===== config.mk =====
export PLATFORM = sky130hd
export DESIGN_NAME = vga_mode_sched_flat
export DESIGN_NICKNAME = d
export VERILOG_FILES = /design/src/rtl/vga_mode_sched_if.sv /design/src/rtl/vga_mode_sched.sv /design/src/flat_wrapper.sv
export SDC_FILE = /design/constraint.sdc
export NUM_CORES = 1
export LEC_CHECK = 0
export ABC_AREA = 1
export BUFFER_PORTS_ARGS = -buffer_cell sky130_fd_sc_hd__buf_4
export CORE_MARGIN = 1
export CORE_UTILIZATION = 55
export CTS_BUF_LIST = sky130_fd_sc_hd__clkbuf_8
export CTS_CLUSTER_DIAMETER = 150
export DETAILED_ROUTE_END_ITERATION = 16
export GPL_TIMING_DRIVEN = 0
export PLACE_DENSITY = 0.8
export SYNTH_ARGS = -nofsm -noshare
export SYNTH_HDL_FRONTEND = slang
export SYNTH_SLANG_ARGS = --single-unit

===== constraint.sdc =====
create_clock -name vga_clk -period 3.7 [get_ports vga_clk]
set_clock_uncertainty 0.2 [all_clocks]
set_input_delay 0.37 -clock vga_clk [delete_from_list [all_inputs] [get_ports vga_clk]]
set_output_delay 0.37 -clock vga_clk [all_outputs]
set_load 0.05 [all_outputs]

===== src/rtl/vga_mode_sched_if.sv =====
// Signal bundle between the VGA frame source/controls and the picture-mode scheduler.
// The master drives sync and requests; the slave (scheduler) drives the mode outputs.
interface vga_mode_sched_if;
  logic       vsync;
  logic       next_req;
  logic       auto_tgl;
  logic [2:0] mode;
  logic       mode_upd;
  logic       auto_on;
  logic [7:0] frame_cnt;
  logic       blank;

  modport master (
    output vsync, next_req, auto_tgl,
    input  mode, mode_upd, auto_on, frame_cnt, blank
  );

  modport slave (
    input  vsync, next_req, auto_tgl,
    output mode, mode_upd, auto_on, frame_cnt, blank
  );
endinterface


===== src/rtl/vga_mode_sched.sv =====
// Picture-mode scheduler: manual/auto mode stepping, applied only on frame boundaries.
// Optional macro VGA_MODE_BLANK_EN blanks one full frame after every mode change.
module vga_mode_sched #(
  parameter int MODE_NUM    = 4,
  parameter int AUTO_FRAMES = 60
) (
  input  logic             vga_clk,
  input  logic             sys_rst,
  vga_mode_sched_if.slave  bus
);

  localparam logic [2:0] MODE_LAST = 3'(MODE_NUM - 1);
  localparam logic [7:0] CNT_LAST  = 8'(AUTO_FRAMES - 1);

  typedef enum logic {ST_MAN = 1'b0, ST_AUTO = 1'b1} state_t;

  state_t     state_reg, state_next;
  logic       vsync_d_reg;
  logic       armed_reg;
  logic       pending_reg, pending_next;
  logic       mode_upd_reg, mode_upd_next;
  logic [2:0] mode_reg, mode_next;
  logic [7:0] cnt_reg, cnt_next;
  logic       frame_tick;
  logic       advance;

  // armed_reg suppresses a tick when vsync is already high as reset releases
  assign frame_tick = bus.vsync & ~vsync_d_reg & armed_reg;

  always_ff @(posedge vga_clk or posedge sys_rst) begin
    if (sys_rst) begin
      state_reg <= ST_MAN;
    end else begin
      state_reg <= state_next;
    end
  end

  always_comb begin
    state_next = state_reg;
    if (bus.auto_tgl) begin
      state_next = (state_reg == ST_MAN) ? ST_AUTO : ST_MAN;
    end
  end

  always_comb begin
    advance = 1'b0;
    if (frame_tick) begin
      advance = pending_reg;
      if (!bus.auto_tgl && (state_reg == ST_AUTO) && !pending_reg && (cnt_reg == CNT_LAST)) begin
        advance = 1'b1;
      end
    end

    // A toggle on a tick skips the auto-count, but a pending advance still lands
    cnt_next = cnt_reg;
    if (bus.auto_tgl || (state_reg == ST_MAN)) begin
      cnt_next = 8'd0;
    end else if (frame_tick) begin
      cnt_next = (pending_reg || (cnt_reg == CNT_LAST)) ? 8'd0 : cnt_reg + 8'd1;
    end

    // A request coinciding with a tick survives the clear and waits for the next one
    pending_next = (pending_reg & ~frame_tick) | bus.next_req;

    mode_next = mode_reg;
    if (advance) begin
      mode_next = (mode_reg == MODE_LAST) ? 3'd0 : mode_reg + 3'd1;
    end
    mode_upd_next = advance;
  end

  always_ff @(posedge vga_clk or posedge sys_rst) begin
    if (sys_rst) begin
      vsync_d_reg  <= 1'b0;
      armed_reg    <= 1'b0;
      pending_reg  <= 1'b0;
      mode_reg     <= 3'd0;
      mode_upd_reg <= 1'b0;
      cnt_reg      <= 8'd0;
    end else begin
      vsync_d_reg  <= bus.vsync;
      armed_reg    <= armed_reg | ~bus.vsync;
      pending_reg  <= pending_next;
      mode_reg     <= mode_next;
      mode_upd_reg <= mode_upd_next;
      cnt_reg      <= cnt_next;
    end
  end

`ifdef VGA_MODE_BLANK_EN
  logic blank_reg;

  always_ff @(posedge vga_clk or posedge sys_rst) begin
    if (sys_rst) begin
      blank_reg <= 1'b0;
    end else if (mode_upd_next) begin
      blank_reg <= 1'b1;
    end else if (frame_tick) begin
      blank_reg <= 1'b0;
    end
  end
`endif

  always_comb begin
    bus.mode      = mode_reg;
    bus.mode_upd  = mode_upd_reg;
    bus.auto_on   = (state_reg == ST_AUTO);
    bus.frame_cnt = cnt_reg;
`ifdef VGA_MODE_BLANK_EN
    bus.blank     = blank_reg;
`else
    bus.blank     = 1'b0;
`endif
  end

endmodule


===== src/flat_wrapper.sv =====
// flat-port wrapper written by rule: the top's interface ports become plain ports
module vga_mode_sched_flat 
#(
  parameter int MODE_NUM    = 4,
  parameter int AUTO_FRAMES = 60
)
  (vga_clk, sys_rst, bus_vsync, bus_next_req, bus_auto_tgl, bus_mode, bus_mode_upd, bus_auto_on, bus_frame_cnt, bus_blank);
  vga_mode_sched_if bus_i ();
  input  logic vga_clk;
  input  logic sys_rst;
  input wire logic [$bits(bus_i.vsync)-1:0] bus_vsync;
  input wire logic [$bits(bus_i.next_req)-1:0] bus_next_req;
  input wire logic [$bits(bus_i.auto_tgl)-1:0] bus_auto_tgl;
  output wire logic [$bits(bus_i.mode)-1:0] bus_mode;
  output wire logic [$bits(bus_i.mode_upd)-1:0] bus_mode_upd;
  output wire logic [$bits(bus_i.auto_on)-1:0] bus_auto_on;
  output wire logic [$bits(bus_i.frame_cnt)-1:0] bus_frame_cnt;
  output wire logic [$bits(bus_i.blank)-1:0] bus_blank;
  assign bus_i.vsync = bus_vsync;
  assign bus_i.next_req = bus_next_req;
  assign bus_i.auto_tgl = bus_auto_tgl;
  assign bus_mode = bus_i.mode;
  assign bus_mode_upd = bus_i.mode_upd;
  assign bus_auto_on = bus_i.auto_on;
  assign bus_frame_cnt = bus_i.frame_cnt;
  assign bus_blank = bus_i.blank;
  vga_mode_sched #(.MODE_NUM(MODE_NUM), .AUTO_FRAMES(AUTO_FRAMES)) u_core (.vga_clk(vga_clk), .sys_rst(sys_rst), .bus(bus_i));
endmodule

==> impl_metrics.tcl <==
set metrics [dict create \
    wl_per_cell_um 11.0 \
    wl_um 1770 \
    fin_crit_sh_pct 42.3 \
    rows 14 \
    vias 810 \
    clk_path_buf_depth 2 \
    die_h_um 42.9 \
    yosys_warnings 0 \
    final_common_cell "nand2_1" \
    p_leak_uw 0.000635 \
    fin_setup_tns_ps 0 \
    detail-route-antenna-nets 0 \
    synth_xor_area_share_pct 0.950 \
    grt_pass1_wl_um 2900 \
    vdd_drop_max_uv 300 \
    synthSimpleGateAreaFrac_pct 37.7 \
    p_per_area_nw_per_um2 406 \
    routabilityCongestion 0.793 \
    root_buffer "clkbuf_8" \
    layout.cells.non_filler 162 \
    worstSkewPairLatency_ps 250 \
    synth_area_sq_um 922 \
    crit_path_start_kind "flop" \
    critical_path.top_delay_family "flip-flops" \
    antenna_found_initial 0 \
    r2r_setup_slack_ps 2170 \
    ios 19 \
    grt_pass1_vias 686 \
    cts_setup_buffers 0 \
    cp-end-kind "primary output" \
    placed_cell_area_sq_um 1070 \
    portBuffers 17 \
    grt_max_degree 17 \
    largest_reg_flops 8 \
    path_clk_slew_ps 60 \
    worst_r2r_endpoint "u_core.bus.mode[1]$_DFFE_PP0P_" \
    cp_slowest_cell "dfrtp_1" \
    yosys-top-cells-area "dfrtp_1 43%, nand2_1 18%, nand3_1 8.1%" \
    synth.distinct_cells 19 \
    synth_adder_area_share_pct 4.07 \
    drtIter0Drc 14 \
    fmax_ghz 0.640 \
    drc 0 \
    htreeDepth 1 \
    report.final.hold_viol_count 16 \
    status "complete, but fails checks" \
    postCtsResizedCells 0 \
    max_slew_margin_pct 60.6 \
    final_cell_mix "44 x nand2_1, 18 x buf_4, 16 x dfrtp_1" \
    netlist.area_leader.share_pct 43.4 \
    cts_buffers 3 \
    critical_path.cell_chain "buf_4" \
    path_class "flop to primary output" \
    maxCapViolCount 0 \
    grt-ovfl-total 0 \
    n_antenna_cell 0 \
    hp-class "primary input to async pin" \
    cpPeakStageDelay_ps 490 \
    n_fill_cell 128 \
    setup_viol 0 \
    dpl.hpwl_um 1320 \
    critPathMaxFanout 8 \
    cts_hold_repair.buffers 0 \
    violations "hold timing" \
    design_area_sq_um 1110 \
    final_layout_size_suffix_gt1_share_pct 22.6 \
    initial_core_util_pct 59.8 \
    required_ps 3130 \
    fp.dieW_um 42.9 \
    synth_compound_area_share_pct 4.88 \
    syn-num-nets 134 \
    drv_slew 0 \
    synth_top_family_by_area "simple AND/OR/NAND/NOR gates" \
    synthCells 126 \
    fin_crit_ps 1560 \
    synth_mux_area_share_pct 0 \
    firstDrtPassIters 4 \
    reg2reg_depth 8 \
    dieArea_sq_um 1840 \
    cts_tree "done" \
    nNetsFinal 156 \
    routed_via_density 5.00 \
    rsz0062_at_grt "no" \
    synth_area_per_cell_sq_um 7.32 \
    tightest_slew_ps 590 \
    rr_startpoint "u_core.bus.frame_cnt[0]$_DFFE_PP0P_" \
    critical_path_arrival_ps 990 \
    clock-sinks 16 \
    hold_slack_ps -15.7 \
    ys_ff_latch 16 \
    synthToLayoutAreaGrowth_pct 20.5 \
    ys_seq_area_share_pct 43.4 \
    track_usage_pct 21.5 \
    yosys.area.top_type "dfrtp_1" \
    core_area_sq_um 1540 \
    crit_buf_inv 1 \
    placed_cells 159 \
]
-- cells in the mapped netlist --
cell type	instances
nor2_2	2
nand3_1	15
nor2_1	10
conb_1	1
dfrtp_1	16
inv_1	15
xnor2_1	1
nor2_4	1
nand2_1	44
buf_4	1
o21bai_1	1
a21boi_0	1
nand2_2	2
ha_1	3
o21ai_1	3
o21ai_0	2
inv_2	4
a21oi_1	1
nand2_4	3
-- metrics by stage --
stage / utilization, % / hold slack, ps / worst slack [ps] / total power [uW]
floorplan: - / 83.7 / 1920 / 288
global placement: 69.4 / 243 / 2200 / 318
detailed placement: 69.4 / 275 / 2190 / 324
CTS: 72.1 / 11.4 / 2140 / 451
global route: 72.1 / 39.2 / 2060 / 472
finish: 72.1 / -15.7 / 2140 / 451
-- per-layer routing --
layer  global-route usage, %  wire, um
met5                       0         0
met4                    11.5        56
met3                    5.11        69
met2                    30.9       784
met1                    29.9       863
-- worst register-to-register path, delay by kind of cell, from the launching register on --
| kind | cells | cell delay (ps) |
|---|---|---|
| AND/OR/NAND/NOR | 7 | 560 |
| adder cells (fa/ha/maj) | 1 | 220 |
| flip-flops | 1 | 440 |
-- report_power, final --
group	switching (uW)	total (uW)	internal, uW
Combinational	82.4	120	37.7
Sequential	12.5	201	188
Clock	57.9	130	72.2
Total	153	451	298
-- worst max-delay path by stage --
stage	startpoint	to	slack, ps	depth (start not counted)
after floorplan	u_core.bus.frame_cnt[0]$_DFFE_PP0P_	u_core.bus.mode[0]$_DFFE_PP0P_	1920	8
after global placement	bus_vsync	u_core.bus.frame_cnt[0]$_DFFE_PP0P_	2200	5
after detailed placement	u_core.bus.frame_cnt[0]$_DFFE_PP0P_	u_core.bus.mode[1]$_DFFE_PP0P_	2190	8
after CTS	u_core.bus.frame_cnt[3]$_DFFE_PP0P_	bus_frame_cnt[3]	2140	1
after global routing	u_core.bus.frame_cnt[0]$_DFFE_PP0P_	u_core.bus.frame_cnt[0]$_DFFE_PP0P_	2060	6
final	u_core.bus.frame_cnt[3]$_DFFE_PP0P_	bus_frame_cnt[3]	2140	1
-- final cells by class --
type                            count  area [sq um]  share of cell area [%]
Sequential cell                    16           400                    36.0
Inverter                           19          71.3                    6.42
Tap cell                           16          20.0                    1.80
Timing Repair Buffer               17           128                    11.5
Clock buffer                        3          41.3                    3.72
Multi-Input combinational cell     90           443                    39.9
Buffer                              1          7.51                   0.676
-- cells by family after synthesis --
group,after synthesis
AO/OA/AOI/OAI,8
XOR/XNOR,1
adder cells (fa/ha/maj),3
buffers and inverters,20
flip-flops,16
other,1
AND/OR/NAND/NOR,77
Note: power is estimated with default switching activity, not from simulation.
